==> src/rtl/snoop_bcast_pkg.sv <==
// Shared ACE snoop definitions: channel bundles, CR response bit positions and
// the broadcaster FSM states.
package ace_pkg;

  typedef struct packed {
    logic [31:0] addr;
    logic [3:0]  snoop;
    logic [2:0]  prot;
  } ace_ac_chan_t;

  typedef logic [4:0] ace_cr_chan_t;

  typedef struct packed {
    logic [31:0] data;
    logic        last;
  } ace_cd_chan_t;

  typedef struct packed {
    ace_ac_chan_t ac;
    logic         ac_valid;
    logic         cr_ready;
    logic         cd_ready;
  } ace_snoop_req_t;

  typedef struct packed {
    logic         ac_ready;
    logic         cr_valid;
    ace_cr_chan_t cr_resp;
    logic         cd_valid;
    ace_cd_chan_t cd;
  } ace_snoop_resp_t;

  localparam int unsigned CrDataTransfer = 0;
  localparam int unsigned CrError        = 1;
  localparam int unsigned CrPassDirty    = 2;
  localparam int unsigned CrIsShared     = 3;
  localparam int unsigned CrWasUnique    = 4;

  typedef enum logic [2:0] {
    IDLE, BCAST, COLLECT, RESP, DATA
  } snoop_state_e;

endpackage

==> src/rtl/snoop_bcast_lzc.sv <==
// Leading/trailing zero counter; MODE=0 returns the index of the lowest set bit.
module lzc #(
  parameter  int unsigned WIDTH = 2,
  parameter  bit          MODE  = 1'b0,
  localparam int unsigned CntW  = (WIDTH > 1) ? $clog2(WIDTH) : 1
) (
  input  logic [WIDTH-1:0] in_i,
  output logic [CntW-1:0]  cnt_o,
  output logic             empty_o
);

  // scan downwards so the smallest count wins
  always_comb begin
    cnt_o   = '0;
    empty_o = 1'b1;
    for (int i = WIDTH - 1; i >= 0; i--) begin
      if (in_i[MODE ? (WIDTH - 1 - i) : i]) begin
        cnt_o   = CntW'(i);
        empty_o = 1'b0;
      end
    end
  end

endmodule

==> src/rtl/snoop_bcast.sv <==
// ACE snoop broadcaster: fans one AC out to a set of caches, OR-merges their
// CR responses and forwards the data of the lowest-index supplier.
module snoop_bcast
  import ace_pkg::*;
#(
  parameter int unsigned NoMstPorts   = 2,
  parameter type         snoop_req_t  = ace_snoop_req_t,
  parameter type         snoop_resp_t = ace_snoop_resp_t,
  parameter type         ac_chan_t    = ace_ac_chan_t,
  parameter type         cr_chan_t    = ace_cr_chan_t,
  parameter type         cd_chan_t    = ace_cd_chan_t
) (
  input  logic                         clk_i,
  input  logic                         rst_i,
  input  snoop_req_t                   slv_req_i,
  output snoop_resp_t                  slv_resp_o,
  input  logic [NoMstPorts-1:0]        slv_mask_i,
  output snoop_req_t  [NoMstPorts-1:0] mst_reqs_o,
  input  snoop_resp_t [NoMstPorts-1:0] mst_resps_i
);

  localparam int unsigned IdxW = (NoMstPorts > 1) ? $clog2(NoMstPorts) : 1;

  snoop_state_e          state_q, state_d;
  ac_chan_t              ac_q;
  cr_chan_t              crresp_q, cr_merge;
  cd_chan_t              win_cd;
  logic [NoMstPorts-1:0] tgt_q, ac_done_q, cr_done_q, dt_q, cd_done_q;
  logic [NoMstPorts-1:0] ac_hs, cr_hs, cr_dt, cd_last_hs;
  logic [IdxW-1:0]       win_q, win_idx;
  logic                  win_none, slv_ac_hs;

  assign slv_ac_hs = slv_resp_o.ac_ready & slv_req_i.ac_valid;

  for (genvar i = 0; i < NoMstPorts; i++) begin : g_port
    assign ac_hs[i]      = mst_reqs_o[i].ac_valid & mst_resps_i[i].ac_ready;
    assign cr_hs[i]      = mst_reqs_o[i].cr_ready & mst_resps_i[i].cr_valid;
    assign cr_dt[i]      = mst_resps_i[i].cr_resp[CrDataTransfer];
    assign cd_last_hs[i] = mst_reqs_o[i].cd_ready & mst_resps_i[i].cd_valid
                         & mst_resps_i[i].cd.last;
  end

  always_comb begin
    cr_merge = crresp_q;
    for (int i = 0; i < NoMstPorts; i++)
      if (cr_hs[i]) cr_merge = cr_merge | mst_resps_i[i].cr_resp;
  end

  lzc #(.WIDTH(NoMstPorts), .MODE(1'b0)) i_win_lzc (
    .in_i    (dt_q),
    .cnt_o   (win_idx),
    .empty_o (win_none)
  );

  // state register
  always_ff @(posedge clk_i) begin
    if (rst_i) state_q <= IDLE;
    else       state_q <= state_d;
  end

  // next state
  always_comb begin
    state_d = state_q;
    unique case (state_q)
      IDLE:    if (slv_ac_hs) state_d = (slv_mask_i != '0) ? BCAST : RESP;
      BCAST:   if (ac_done_q == tgt_q) state_d = COLLECT;
      COLLECT: if (cr_done_q == tgt_q) state_d = RESP;
      RESP:    if (slv_req_i.cr_ready) state_d = crresp_q[CrDataTransfer] ? DATA : IDLE;
      DATA:    if ((cd_done_q | cd_last_hs) == dt_q) state_d = IDLE;
      default: state_d = IDLE;
    endcase
  end

  // outputs; everything is held quiet while reset is asserted
  assign win_cd = mst_resps_i[win_q].cd;

  always_comb begin
    slv_resp_o = '0;
    mst_reqs_o = '0;
    for (int i = 0; i < NoMstPorts; i++) mst_reqs_o[i].ac = ac_q;
    if (!rst_i) begin
      unique case (state_q)
        IDLE: slv_resp_o.ac_ready = 1'b1;
        BCAST, COLLECT: begin
          for (int i = 0; i < NoMstPorts; i++) begin
            mst_reqs_o[i].ac_valid = (state_q == BCAST) & tgt_q[i] & ~ac_done_q[i];
            mst_reqs_o[i].cr_ready = tgt_q[i] & ac_done_q[i] & ~cr_done_q[i];
          end
        end
        RESP: begin
          slv_resp_o.cr_valid = 1'b1;
          slv_resp_o.cr_resp  = crresp_q;
        end
        DATA: begin
          slv_resp_o.cd       = win_cd;
          slv_resp_o.cd_valid = mst_resps_i[win_q].cd_valid & ~cd_done_q[win_q];
          // the winner follows upstream backpressure, other suppliers are drained
          for (int i = 0; i < NoMstPorts; i++)
            if (dt_q[i] && !cd_done_q[i])
              mst_reqs_o[i].cd_ready = (IdxW'(i) == win_q) ? slv_req_i.cd_ready : 1'b1;
        end
        default: ;
      endcase
    end
  end

  always_ff @(posedge clk_i) begin
    if (rst_i) begin
      ac_q      <= '0;
      tgt_q     <= '0;
      ac_done_q <= '0;
      cr_done_q <= '0;
      dt_q      <= '0;
      crresp_q  <= '0;
      cd_done_q <= '0;
      win_q     <= '0;
    end else if (slv_ac_hs) begin
      ac_q      <= slv_req_i.ac;
      tgt_q     <= slv_mask_i;
      ac_done_q <= '0;
      cr_done_q <= '0;
      dt_q      <= '0;
      crresp_q  <= '0;
      cd_done_q <= '0;
    end else begin
      ac_done_q <= ac_done_q | ac_hs;
      cr_done_q <= cr_done_q | cr_hs;
      dt_q      <= dt_q | (cr_hs & cr_dt);
      crresp_q  <= cr_merge;
      cd_done_q <= cd_done_q | cd_last_hs;
      if (state_q == RESP && slv_req_i.cr_ready && !win_none) win_q <= win_idx;
    end
  end

  logic [31:0] mask_ext;
  assign mask_ext = 32'(slv_mask_i);

  a_mask_range: assert property (@(posedge clk_i) disable iff (rst_i)
    (mask_ext >> NoMstPorts) == 32'd0)
    else $error("snoop_bcast: slv_mask_i targets a nonexistent port");

endmodule

==> config.mk <==
export PLATFORM = sky130hd
export DESIGN_NAME = snoop_bcast
export DESIGN_NICKNAME = d
export VERILOG_FILES = /design/src/rtl/snoop_bcast_pkg.sv /design/src/rtl/snoop_bcast_lzc.sv /design/src/rtl/snoop_bcast.sv
export SDC_FILE = /design/constraint.sdc
export NUM_CORES = 1
export LEC_CHECK = 0
export ABC_AREA = 1
export BUFFER_PORTS_ARGS = -buffer_cell sky130_fd_sc_hd__buf_2
export CAP_MARGIN = 20
export CORE_MARGIN = 8
export CORE_UTILIZATION = 27
export DETAILED_ROUTE_END_ITERATION = 7
export GPL_TIMING_DRIVEN = 0
export PLACE_DENSITY_LB_ADDON = 0.1
export REMOVE_ABC_BUFFERS = 1
export SETUP_SLACK_MARGIN = 0.1
export SLEW_MARGIN = 20
export SYNTH_ARGS = -nofsm -noshare
export SYNTH_HDL_FRONTEND = slang
export SYNTH_HIERARCHICAL = 1
export SYNTH_SLANG_ARGS = --single-unit
==> constraint.sdc <==
create_clock -name clk_i -period 2.4 [get_ports clk_i]
set_input_delay 0.48 -clock clk_i [delete_from_list [all_inputs] [get_ports clk_i]]
set_output_delay 0.48 -clock clk_i [all_outputs]
set_load 0.01 [all_outputs]
==> results.sh <==
export IMPL_fin_crit_ps=2161
export IMPL_die_area_um2=14810
export IMPL_ctsRootBufferMaster="clkbuf_8"
export IMPL_final_util_pct=40.39
export IMPL_status="complete, no violations"
export IMPL_area_delta_synth_final_pct=45.85
export IMPL_ys_seq_area_share_pct=38.51
export IMPL_start_kind="register"
export IMPL_yosys_area_top_type="dfxtp_1"
export IMPL_hold_class="in2reg"
export IMPL_clkTransAtPathRegs_ps=80
export IMPL_grt_usage_pct=15.10
export IMPL_die_h_um=121.7
export IMPL_synth_top_family_by_area="simple AND/OR/NAND/NOR gates"
export IMPL_use_met1_pct=16.84
export IMPL_netlist_instances=410
export IMPL_synth_mux_area_share_pct=0
export IMPL_cp_arrival_ps=1680
export IMPL_end_kind="output pin"
export IMPL_finalCritPeriodShare_pct=90.04
export IMPL_fin_ws_ps=239.0
export IMPL_wire_per_inst_um=15.63
export IMPL_initial_utilization_pct=27.69
export IMPL_rsz0062_at_grt="yes"
export IMPL_hpwl_um=9206
export IMPL_cts_buffer_depth=2
export IMPL_syn_area_per_cell_um2=7.355
export IMPL_crit_type="reg2out"
export IMPL_dp_slack_ps=-190.7
export IMPL_io_buffers=252
export IMPL_grt_ovfl_total=0
export IMPL_cp_required_ps=1920
export IMPL_synth_area_um2=3015
export IMPL_ctsHtreeMaxLevel=3
export IMPL_vias=3411
export IMPL_fin_skew_ps=8.231
export IMPL_cts_tree="built"
export IMPL_synth_compound_area_share_pct=20.41
export IMPL_synth_cell_types=24
export IMPL_die_w_um=121.7
export IMPL_ys_top_cells_by_area="dfxtp_1 (39%), nand2_1 (13%), a22o_1 (11%)"
export IMPL_cts_sinks=58
export IMPL_tightest_slew_ps=615.0
export IMPL_timing_max_cap_violations=0
export IMPL_clkLatencyLatePin_ps=350
export IMPL_slew_viol_final=0
export IMPL_gp_congestion=0.7682
export IMPL_drive_gt1_share_pct=45.35
export IMPL_diodes=0
export IMPL_final_nets=749
export IMPL_grt_start_max_net_pins=38
export IMPL_fin_hold_ws_ps=344.6
export IMPL_synth_top_area_share_pct=38.51
export IMPL_core_area_um2=10890
export IMPL_grt_pass1_vias=3481
export IMPL_grt_busiest_layer="met2"
export IMPL_hold_viol_final=0
export IMPL_peakVddDrop_v=0.0004644
export IMPL_synth_simple_area_share_pct=21.45
export IMPL_first_pass_iters=6
export IMPL_use_met2_pct=26.07
export IMPL_grt_pass1_wl_um=17750
export IMPL_fmax_ghz=0.4627
export IMPL_antenna_found_initial=1
export IMPL_fillCellCount=1177
export IMPL_antenna_left=0
export IMPL_ys_ff_latch=58
export IMPL_finalSetupViolations=0
export IMPL_drc=0
export IMPL_pin_count=253
export IMPL_wl_um=11940
export IMPL_hold_buffers=0
export IMPL_leakage_nw=2.519
export IMPL_synth_xor_area_share_pct=0.5809
export IMPL_fp_row_count=38
export IMPL_power_mw=3.325
export IMPL_use_met3_pct=5.460
export IMPL_cts_buffers=9
export IMPL_synth_fa_ha_area_share_pct=0.8299
export IMPL_cp_max_fo=18
export IMPL_drtIter0Drc=197
export IMPL_power_density_nw_per_um2=756.0
export IMPL_yosysWarningCount=6
export IMPL_vias_per_cell=4.465
export IMPL_relSlewSlack_pct=58.90
## repair_timing
| item | 4_1_cts | 5_1_grt |
|---|---|---|
| pin swaps | 0 | 1 |
| endpoints found under the setup margin | 39 | 38 |
| gates resized for setup | 2 | 4 |
| gates cloned | 0 | 1 |
| buffers inserted | 0 | 1 |
## metrics by stage
| step | cells | setup TNS (ps) | cell area [µm²] |
|---|---|---|---|
| final | 764 | 0 | 4398 |
| after global routing | 764 | 0 | 4398 |
| after CTS | 762 | 0 | 4360 |
| after detailed placement | 746 | -900.7 | 4115 |
| after global placement | 743 | -109490 | 4056 |
| after floorplan | 351 | -18860 | 2620 |
## cell usage after synthesis
| master | count |
|---|---|
| a21oi_1 | 43 |
| a22o_1 | 39 |
| buf_1 | 3 |
| buf_2 | 4 |
| buf_4 | 39 |
| buf_6 | 3 |
| clkbuf_1 | 10 |
| dfxtp_1 | 58 |
| ha_1 | 2 |
| inv_1 | 39 |
| inv_2 | 2 |
| nand2_1 | 106 |
| nand3_1 | 12 |
| nand3_2 | 1 |
| nor2_1 | 26 |
| nor2_2 | 2 |
| nor3_1 | 5 |
| nor3b_4 | 1 |
| nor4_1 | 2 |
| nor4_2 | 1 |
| o21a_1 | 3 |
| o21ai_0 | 6 |
| o22ai_1 | 1 |
| xnor2_1 | 2 |
## report_power, final
group / total (mW) / switching [mW] / internal, mW / leakage (nW)
registers: 1.24 / 0.124 / 1.11 / 0.475
logic: 1.02 / 0.567 / 0.451 / 1.93
clock network: 1.07 / 0.426 / 0.645 / 0.112
## routing by layer
layer | wire length [µm] | up-vias | share of wire (%)
li1 | - | 1718 | -
met1 | 4746 | 1528 | 40
met2 | 6075 | 146 | 51
met3 | 904 | 17 | 7.6
met4 | 201 | 2 | 1.7
met5 | 13 | - | 0.11
## sequential cells by signal, summed over array words and instances, names as in the netlist
signal and count:
mst_reqs_o 39, crresp_q 5, tgt_q 2, cd_done_q 2, dt_q 2, cr_done_q 2, ac_done_q 2, state_q 3
win_q 1
## critical path, stage by stage, from the launching register on
cell	delay, ps
dfxtp_1	350
nor2_2	300
nand3_4	260
a21oi_1	250
buf_2	180
## logic make-up after synthesis
group,count (synthesis)
AO/OA/AOI/OAI,92
XOR/XNOR,2
adder cells (fa/ha/maj),2
buffers and inverters,100
flip-flops,58
AND/OR/NAND/NOR,156
## layout make-up
type	count	area, µm²	area share [%]
Sequential cell	58	1165	26.49
Multi-Input combinational cell	253	1340	30.47
Clock inverter	5	83.83	1.906
Clock buffer	11	151.4	3.442
Tap cell	140	175.2	3.983
Inverter	41	156.4	3.556
Timing Repair Buffer	256	1326	30.16
## path summary, 6_finish.rpt
| path | startpoint | end | slack (ps) | cells past startpoint |
|---|---|---|---|---|
| max | state_q[1] | slv_resp_o[25] | 240 | 4 |
| min | slv_req_i[5] | mst_reqs_o[5] | 340 | 2 |
| max reg2reg | state_q[2] | mst_reqs_o[7] | 390 | 6 |
| min reg2reg | mst_reqs_o[35] | mst_reqs_o[35] | 490 | 1 |
## cell usage in the layout, fill, tap and decap left out, types with 3 or more instances in the layout
master,instances
a22o_1,39
a21oi_1,43
o21a_1,3
dfxtp_1,57
buf_2,252
nor3_1,5
nor2_1,24
o21ai_0,6
nand2_1,106
inv_1,39
nor2_2,3
clkbuf_8,11
nand3_1,12
Power figures use the tool's default switching activity.
